## config.mk

```make
export PLATFORM = sky130hd
export DESIGN_NAME = amns_operand_bank
export DESIGN_NICKNAME = d
export VERILOG_FILES = /design/src/rtl/amns_operand_bank.sv
export SDC_FILE = /design/constraint.sdc
export NUM_CORES = 2
export LEC_CHECK = 0
export ABC_AREA = 1
export BUFFER_PORTS_ARGS = -buffer_cell sky130_fd_sc_hd__buf_2
export CORE_MARGIN = 2
export CORE_UTILIZATION = 50
export CTS_CLUSTER_SIZE = 14
export DETAILED_ROUTE_END_ITERATION = 10
export GPL_ROUTABILITY_DRIVEN = 0
export PLACE_DENSITY = 0.69
export SKIP_CTS_REPAIR_TIMING = 1
export SLEW_MARGIN = 10
export SYNTH_ARGS = -nofsm -noshare
export SYNTH_HDL_FRONTEND = slang
export SYNTH_SLANG_ARGS = --single-unit
export TNS_END_PERCENT = 20
```

## constraint.sdc

```tcl
create_clock -name clock_i -period 9.81 [get_ports clock_i]
set_input_delay 2.943 -clock clock_i [delete_from_list [all_inputs] [get_ports clock_i]]
set_output_delay 2.943 -clock clock_i [all_outputs]
set_load 0.02 [all_outputs]
```

## src/rtl/amns_operand_bank.sv

```systemverilog
// AMNS operand/result bank: loads A, B, M, M'0 from BRAM and stores RES back.
// Define AMNS_BRAM_OUT_REG_EN to register BRAM_dout_i before capture (L=2).
module amns_operand_bank #(
  parameter int WORD_WIDTH = 17,
  parameter int N          = 5,
  parameter int S          = 4,
  parameter int BASE_ADDR  = 0
) (
  input  logic                  clock_i,
  input  logic                  reset_i,
  input  logic                  load_start_i,
  input  logic                  store_start_i,
  input  logic [WORD_WIDTH-1:0] BRAM_dout_i,
  input  logic                  A_rot_i,
  input  logic                  B_shift_i,
  input  logic                  M_rot_i,
  input  logic                  M_p_0_rot_i,
  input  logic                  RES_en_i,
  input  logic [N*WORD_WIDTH-1:0] RES_din_i,
  output logic [N*WORD_WIDTH-1:0] A_o,
  output logic [N*WORD_WIDTH-1:0] B_o,
  output logic [N*WORD_WIDTH-1:0] M_o,
  output logic [N*WORD_WIDTH-1:0] M_p_0_o,
  output logic [WORD_WIDTH-1:0] BRAM_din_o,
  output logic                  BRAM_we_o,
  output logic                  BRAM_en_o,
  output logic [31:0]           BRAM_addr_o,
  output logic                  busy_o,
  output logic                  load_done_o,
  output logic                  store_done_o
);
  localparam int WW    = WORD_WIDTH;
  localparam int NS    = N * S;
  localparam int LWORDS = 3 * NS + N;

  typedef enum logic [2:0] {
    IDLE, LOAD, DRAIN, STORE, DONE
  } state_e;

  state_e state_q, state_d;

  logic [WW-1:0] a_q [NS];
  logic [WW-1:0] a_d [NS];
  logic [WW-1:0] b_q [NS];
  logic [WW-1:0] b_d [NS];
  logic [WW-1:0] m_q [NS];
  logic [WW-1:0] m_d [NS];
  logic [WW-1:0] r_q [NS];
  logic [WW-1:0] r_d [NS];
  logic [WW-1:0] p_q [N];
  logic [WW-1:0] p_d [N];

  logic [31:0] cnt_q, cnt_d;
  logic        op_load_q, op_load_d;
  logic        rd_vld_q, rd_vld_d;
  logic [31:0] rd_idx_q, rd_idx_d;

  logic          cap_vld;
  logic [31:0]   cap_idx;
  logic [WW-1:0] cap_data;
  logic          cap_last;

`ifdef AMNS_BRAM_OUT_REG_EN
  logic          rd2_vld_q;
  logic [31:0]   rd2_idx_q;
  logic [WW-1:0] dout_q;

  always_ff @(posedge clock_i) begin
    if (reset_i) begin
      rd2_vld_q <= 1'b0;
      rd2_idx_q <= '0;
      dout_q    <= '0;
    end else begin
      rd2_vld_q <= rd_vld_q;
      rd2_idx_q <= rd_idx_q;
      dout_q    <= BRAM_dout_i;
    end
  end

  assign cap_vld  = rd2_vld_q;
  assign cap_idx  = rd2_idx_q;
  assign cap_data = dout_q;
`else
  assign cap_vld  = rd_vld_q;
  assign cap_idx  = rd_idx_q;
  assign cap_data = BRAM_dout_i;
`endif

  assign cap_last = cap_vld && (cap_idx == 32'(LWORDS - 1));

  // State register
  always_ff @(posedge clock_i) begin
    if (reset_i) state_q <= IDLE;
    else         state_q <= state_d;
  end

  // Next state
  always_comb begin
    state_d = state_q;
    unique case (state_q)
      IDLE: begin
        if (load_start_i)       state_d = LOAD;
        else if (store_start_i) state_d = STORE;
      end
      LOAD:  if (cnt_q == 32'(LWORDS - 1)) state_d = DRAIN;
      DRAIN: if (cap_last) state_d = DONE;
      STORE: if (cnt_q == 32'(NS - 1)) state_d = DONE;
      DONE:  state_d = IDLE;
      default: state_d = IDLE;
    endcase
  end

  // FSM outputs
  always_comb begin
    BRAM_en_o    = 1'b0;
    BRAM_we_o    = 1'b0;
    BRAM_addr_o  = '0;
    load_done_o  = 1'b0;
    store_done_o = 1'b0;
    busy_o       = (state_q != IDLE);
    unique case (state_q)
      LOAD: begin
        BRAM_en_o   = 1'b1;
        BRAM_addr_o = 32'(BASE_ADDR) + cnt_q;
      end
      STORE: begin
        BRAM_en_o   = 1'b1;
        BRAM_we_o   = 1'b1;
        BRAM_addr_o = 32'(BASE_ADDR + 4 * NS) + cnt_q;
      end
      DONE: begin
        load_done_o  = op_load_q;
        store_done_o = !op_load_q;
      end
      default: ;
    endcase
  end

  always_comb begin
    cnt_d     = '0;
    op_load_d = op_load_q;
    if (state_q == LOAD || state_q == STORE) cnt_d = cnt_q + 32'd1;
    if (state_q == IDLE) begin
      if (load_start_i)       op_load_d = 1'b1;
      else if (store_start_i) op_load_d = 1'b0;
    end
    rd_vld_d = (state_q == LOAD);
    rd_idx_d = cnt_q;
  end

  // Register file next state; a capture beats rot/shift on its target
  always_comb begin
    for (int i = 0; i < NS; i++) begin
      a_d[i] = a_q[i];
      b_d[i] = b_q[i];
      m_d[i] = m_q[i];
      r_d[i] = r_q[i];
    end
    for (int j = 0; j < N; j++) p_d[j] = p_q[j];

    if (cap_vld && cap_idx < 32'(NS)) begin
      for (int i = 0; i < NS; i++)
        if (cap_idx == 32'(i)) a_d[i] = cap_data;
    end else if (A_rot_i) begin
      for (int j = 0; j < N; j++)
        for (int k = 0; k < S; k++)
          a_d[j*S+k] = a_q[j*S+(k+1)%S];
    end

    if (cap_vld && cap_idx >= 32'(NS) && cap_idx < 32'(2*NS)) begin
      for (int i = 0; i < NS; i++)
        if (cap_idx == 32'(NS + i)) b_d[i] = cap_data;
    end else if (B_shift_i) begin
      for (int j = 0; j < N; j++)
        for (int k = 0; k < S; k++)
          b_d[j*S+k] = (k == S-1) ? '0 : b_q[j*S+(k+1)%S];
    end

    if (cap_vld && cap_idx >= 32'(2*NS) && cap_idx < 32'(3*NS)) begin
      for (int i = 0; i < NS; i++)
        if (cap_idx == 32'(2*NS + i)) m_d[i] = cap_data;
    end else if (M_rot_i) begin
      for (int j = 0; j < N; j++)
        for (int k = 0; k < S; k++)
          m_d[j*S+k] = m_q[j*S+(k+1)%S];
    end

    if (cap_vld && cap_idx >= 32'(3*NS)) begin
      for (int j = 0; j < N; j++)
        if (cap_idx == 32'(3*NS + j)) p_d[j] = cap_data;
    end else if (M_p_0_rot_i) begin
      for (int j = 0; j < N; j++) p_d[j] = p_q[(j+1)%N];
    end

    if (RES_en_i && state_q != STORE) begin
      for (int j = 0; j < N; j++)
        for (int k = 0; k < S; k++)
          r_d[j*S+k] = (k == S-1) ? RES_din_i[j*WW +: WW]
                                  : r_q[j*S+(k+1)%S];
    end
  end

  always_ff @(posedge clock_i) begin
    if (reset_i) begin
      cnt_q     <= '0;
      op_load_q <= 1'b0;
      rd_vld_q  <= 1'b0;
      rd_idx_q  <= '0;
      for (int i = 0; i < NS; i++) begin
        a_q[i] <= '0;
        b_q[i] <= '0;
        m_q[i] <= '0;
        r_q[i] <= '0;
      end
      for (int j = 0; j < N; j++) p_q[j] <= '0;
    end else begin
      cnt_q     <= cnt_d;
      op_load_q <= op_load_d;
      rd_vld_q  <= rd_vld_d;
      rd_idx_q  <= rd_idx_d;
      for (int i = 0; i < NS; i++) begin
        a_q[i] <= a_d[i];
        b_q[i] <= b_d[i];
        m_q[i] <= m_d[i];
        r_q[i] <= r_d[i];
      end
      for (int j = 0; j < N; j++) p_q[j] <= p_d[j];
    end
  end

  always_comb begin
    A_o     = '0;
    B_o     = '0;
    M_o     = '0;
    M_p_0_o = '0;
    for (int j = 0; j < N; j++) begin
      A_o[j*WW +: WW]     = a_q[j*S];
      B_o[j*WW +: WW]     = b_q[j*S];
      M_o[j*WW +: WW]     = m_q[j*S];
      M_p_0_o[j*WW +: WW] = p_q[j];
    end
  end

  always_comb begin
    BRAM_din_o = '0;
    if (state_q == STORE)
      for (int i = 0; i < NS; i++)
        if (cnt_q == 32'(i)) BRAM_din_o = r_q[i];
  end

endmodule
```

Word-level counts from Yosys, hierarchy flattened
Memory sizes are Yosys's and may differ from the RTL's.
Index checks and enable logic that the tools add are counted.
{ "word_totals": {"reg_bits": 69, "ram_bits": 1445, "wordCells": 412, "n_memories": 5} }
{ "mem_list": {"columns": ["name", "depth", "width", "rd", "rd_clocked_by_memory_dff", "write_ports", "line_no", "rtl"], "rows": [
  ["a_q", 20, 17, 20, 0, 20, "42", "logic [WW-1:0] a_q [NS];"],
  ["b_q", 20, 17, 20, 0, 20, "44", "logic [WW-1:0] b_q [NS];"],
  ["m_q", 20, 17, 20, 0, 20, "46", "logic [WW-1:0] m_q [NS];"],
  ["r_q", 20, 17, 20, 0, 20, "48", "logic [WW-1:0] r_q [NS];"],
  ["p_q", 5, 17, 5, 0, 5, "50", "logic [WW-1:0] p_q [N];"]
]} }
{ "classes": {"add_sub_neg": 2, "n_lt_le_gt_ge": 6, "eq_ne": 93, "muxes": 196, "bitwise_logic": 86, "n_reduce_logical": 19} }
{ "ops": {"columns": ["cell", "count"], "rows": [
  ["$mux W17", 171],
  ["$mux W340", 7],
  ["$eq A32 B6 Y1 const B", 32],
  ["$eq A32 B5 Y1 const B", 20],
  ["$eq A32 B4 Y1 const B", 16],
  ["$eq A32 B3 Y1 const B", 8],
  ["$mux W85", 2],
  ["$eq A32 B2 Y1 const B", 4],
  ["$or A1 B1 Y1", 85],
  ["$eq A32 B1 Y1 const B", 2],
  ["$eq A32 B7 Y1 const B", 2],
  ["$ge A32 B6 Y1 const B", 2],
  ["$logic_not A32 Y1", 2],
  ["$lt A32 B6 Y1 const B", 2],
  ["$pmux W32 S2", 1],
  ["$add A32 B1 Y32 const B", 1],
  ["$add A7 B32 Y32 const A", 1],
  ["$ge A32 B5 Y1 const B", 1],
  ["$lt A32 B5 Y1 const B", 1],
  ["$mux W3", 5],
  ["$pmux W3 S4", 1],
  ["$mux W1", 9],
  ["$logic_and A1 B1 Y1", 8],
  ["$eq A3 B2 Y1 const B", 2],
  ["other kinds (15)", 17]
]} }

Logic depth before layout (Yosys ltp)
{ "depth": {"depth_word": 22, "ltp_mapped": 36} }

Worst setup path before layout
No wires, ideal clock.
{ "synth_path": {"path_kind": "register to output", "from": "register cnt_q[4]", "to": "output port BRAM_din_o[6]", "arrival_time_ns": 3.077, "t_required_ns": 6.867, "setup_slack_ns": 3.790, "path_stages_with_launch": 28, "n_path_buf": 1, "path_cell_list": "dfxtp_1 inv_1 ha_1 nand3_1 nor2_2 nand4_1 clkbuf_1 nand2_1 o21ai_0 a21oi_1 o21ai_0 nand3_1 o21ai_0 a21oi_1 nor2_1 nor2_1 o22ai_1 nand2_1 nand2_1 nand3b_1 nand2_1 nand2_1 nand2_1 nand2_1 nand2_1 nand2_1 nand2_1 a21oi_1"} }
{ "synth_via": {"elab_chain_cells": 22, "elab_cells_between_ends": 41} }
{ "synth_lines": {"columns": ["item", "line_no", "rtl"], "rows": [
  ["start, declared", "53", "logic [31:0] cnt_q, cnt_d;"],
  ["start signal, assigned", "217", "cnt_q <= cnt_d;"],
  ["$logic_not A32 Y1", "248", "if (cnt_q == 32'(i)) BRAM_din_o = r_q[i];"],
  ["$mux W17 (19 in a row)", "248", null],
  ["$mux W17 *", "248", null],
  ["$mux W17 *", "246", "if (state_q == STORE)"],
  ["end, declared", "24", "output logic [WORD_WIDTH-1:0] BRAM_din_o,"]
]} }
Mark *: on every way between the ends. The rest lies on a longest branch, timed or not.

Worst setup path after layout
{ "layout_path": {"from": "register cnt_q[27]", "to": "output port BRAM_din_o[13]"} }
Same word-level chain as after synthesis.

==> flow_summary.toml <==
[synthesis]
synth_seq_area_share = 0.496
postSynthRegisterBits = 1514
ys_warn_count = 0
muxShareOfSynthArea = 0
syn-num-nets = 8365
syn-mean-instance-area_um2 = 7.41
synthesis.instances = 8247
synth_top_area_cell = "dfxtp_1"
synth_adder_area_share = 0.00143
main_combinational_cell_family_by_area_after_synthesis = "compound AO/OA/AOI/OAI gates"
synth.top_cell.area_share = 0.496
synth_top_cells_by_area = "dfxtp_1 50%, nand2_1 12%, o21ai_0 12%"
post_synthesis_xor_xnor_area_fraction = 0.00115
synth_compound_area_frac = 0.252
mappedNetlistArea_um2 = 61100
post_synth_num_cell_types = 48
synthSimpleGateAreaFrac = 0.188

[floorplanning]
coreArea_um2 = 122000
die-width_um = 354
initial_utilization = 0.503
core.rowCount = 128
i_o_pin_cnt = 505
chip_height_um = 354
die-area_um2 = 125000

[worst_hold_path]
worst_hold_path_type = "reg -> reg"

[place]
placed_cells_incl_taps = 9736
port_buffers = 504
dpl.hpwl_mm = 128

[global_routing]
grt_start_max_net_pins = 323
global_route.overflow_total = 0
first_global_vias = 52200
grtUsageTotal = 0.310
grt_pass1_wl_mm = 309
grt_antenna_before_repair = 12

[sta]
transition_time_of_the_tightest_slew_check_pin_ns = 1.35
timing.final.max_slew_violations = 0
setup-violations-final = 0
final-hold-violation-count = 0
relative_max_transition_margin = 0.0976
final.hold.worst_slack_ns = 0.459
layout_min_cycle_time_ns = 8.40
achievable-frequency_mhz = 119
fin_tns_setup_ns = 0
min_period_over_period = 0.856
rsz_0062_raised_after_global_routing = "false"
clock_skew_ns = 0.0287

[clocking]
ctsRootBufferMaster = "clkbuf_16"
clkLatencyLatePin_ns = 0.81
clkSlewWorstSetupHoldPaths_ns = 0.06
depth_of_the_cts_h_tree = 4
tritoncts = "done"
cts_buffer_depth = 3
cts_buffers = 158
clock_sink_count = 1514

[route]
drt_pre_antenna_iters = 8
detail_route.wl_per_cell_um = 20.1
vias = 58400
drtIter0Drc = 7255
drc = 0
drt.antenna.violating_nets = 0
post_drt_via_cell_ratio = 5.83
detail_route.wirelength_mm = 202

[run_status]
outcome = "finished clean"

[cells_and_area]
growth_of_design_area_from_synthesis_to_finish_pct = 13.1
layout.cells.non_filler = 10000
layout_cells_sized_above_1 = 0.110
filler_cell_count = 11300
nets = 8389

[setup_path]
crit_arrival_ns = 5.46
critPathSlowestCell = "nor2_1"
start_kind = "flop"
worstPathBufferInverterCount = 2
crit_required_ns = 6.87
worstPathCellList = "nor2_1, nand2_1, nor2_1, nand2_1, nor2_1, nand2_1, nor2_1, inv_1, or2_2, nand2_1, nand2_1, nand2_1, nand2_1, nand2_1, nand2_1, nand2_1, nand2_1, nand2_1, nand2_1, nand2_1, nand2_1, nand2_1, a21oi_1, buf_2"
crit_path_max_fanout = 20
worst_path_largest_cell_delay_ns = 0.87
setup.worst_path.class = "reg -> out"
cpLargestDelayFamily = "simple AND/OR/NAND/NOR gates"
cp_common_cell = "nand2_1"
critical_path.endpoint_type = "output pin"

[pwr]
pwr_density_cell_nw_per_um2 = 226
ir_worst_vdd_mv = 0.188
leakagePower_nw = 27.5

[flow_run]
maxCapViolCount = 0
[registers in the layout (all words and copies together), names as in the netlist]
| name | flops |
|---|---|
| cap_vld | 1 |
| a_q | 340 |
| state_q | 3 |
| m_q | 340 |
| b_q | 340 |
| op_load_q | 1 |
| cnt_q | 32 |
| cap_idx | 32 |
| r_q | 340 |
| p_q | 85 |
[path summary, 6_finish.rpt]
path | slack (ns) | from | depth (start not counted) | endpoint
max | 1.41 | cnt_q[27] | 24 | BRAM_din_o[13]
min | 0.46 | b_q[15][3] | 2 | b_q[15][3]
max reg2reg | 3.41 | cap_idx[13] | 15 | m_q[7][15]
min reg2reg | 0.46 | b_q[15][3] | 2 | b_q[15][3]
[power by group]
| part | internal (W) | total, W | switching (W) |
|---|---|---|---|
| logic | 0.000714 | 0.00232 | 0.00161 |
| registers | 0.00673 | 0.00715 | 0.000416 |
| clock network | 0.00354 | 0.00615 | 0.00261 |
[layout make-up]
type                    count  area, um^2  share of cell area
diodes                      1        2.50           0.0000362
clock buffers             234        4630              0.0670
clock inverters            58         743              0.0107
inverters                 280        1090              0.0157
multi-input cells        5739       27200               0.394
flip-flops and latches   1514       30300               0.438
well taps                1625        2030              0.0294
repair buffers            578        3130              0.0453
[cells by family (layout without fill, tap and decap cells)]
kind of cell	after synthesis	count (layout)
and+or+nand+nor	2966	2966
AOI/OAI and AO/OA	2758	2758
DFF	1514	1514
buffers and inverters	994	1150
xor gates and xnor gates	8	8
adders and majority gates	7	7
other	0	1
[placed cells by master (no fill, tap or decap), types with 6 or more instances in the layout]
cell type / Yosys / final
nor2_2: 7 / 9
clkbuf_16: 0 / 159
nor3_1: 46 / 46
nand3_1: 68 / 67
clkinv_2: 0 / 27
bufinv_16: 0 / 9
buf_2: 40 / 503
nand2_1: 1941 / 1939
inv_2: 8 / 6
dfxtp_1: 1514 / 1514
ha_1: 7 / 7
nand4_1: 8 / 8
clkinv_1: 10 / 10
a21oi_1: 164 / 164
o21ai_0: 1420 / 1420
nor2_1: 856 / 854
clkbuf_1: 644 / 38
inv_1: 261 / 259
o41ai_4: 8 / 9
a31oi_1: 1022 / 1022
o21ai_4: 0 / 6
or2_2: 20 / 20
buf_4: 4 / 71
o21ai_2: 6 / 23
o21ai_1: 108 / 85
clkbuf_8: 0 / 37
clkinvlp_4: 0 / 6
xor2_1: 8 / 8
[synthesized netlist by cell type, drive strengths merged]
cell     number
nor4          6
nor3         49
o211ai        5
nand3        70
a31oi      1022
a21oi       164
nor2        864
o21ai      1534
o21a          4
o41ai        12
o32a          1
dfxtp      1514
o31ai         3
ha            7
nand2      1941
inv         270
o211a         1
a2111oi       2
buf          70
xor2          8
or2          20
o22ai         5
nor3b         2
clkinv       10
clkbuf      644
or4           1
nand4         8
a211oi        3
a22oi         1
o21bai        1
nand3b        5
[worst reg2reg max path, delay by kind of cell, from the launching register on]
family	cells	cell delay, ns
flip-flops	1	0.30
AO/OA/AOI/OAI	2	0.60
buffers and inverters	5	1.34
AND/OR/NAND/NOR	8	3.99
[routing by layer]
layer | wire [um] | vias up | track usage
met5 | 97 | - | 0
met4 | 10300 | 16 | 0.156
met3 | 18800 | 456 | 0.0744
met2 | 87300 | 2425 | 0.469
met1 | 85000 | 27300 | 0.412
li1 | - | 28200 | -
[metrics by stage]
stage	util	power (W)	area, um^2	setup slack, ns
2_1_floorplan	-	0.00876	61100	3.79
3_3_place_gp	0.524	0.00950	63800	2.33
3_5_place_dp	0.524	0.00955	63800	2.29
4_1_cts	0.569	0.0156	69100	1.41
5_1_grt	0.569	0.0163	69200	0.826
6_report	0.569	0.0156	69200	1.41
No activity file was read; power rests on OpenSTA's default activity.
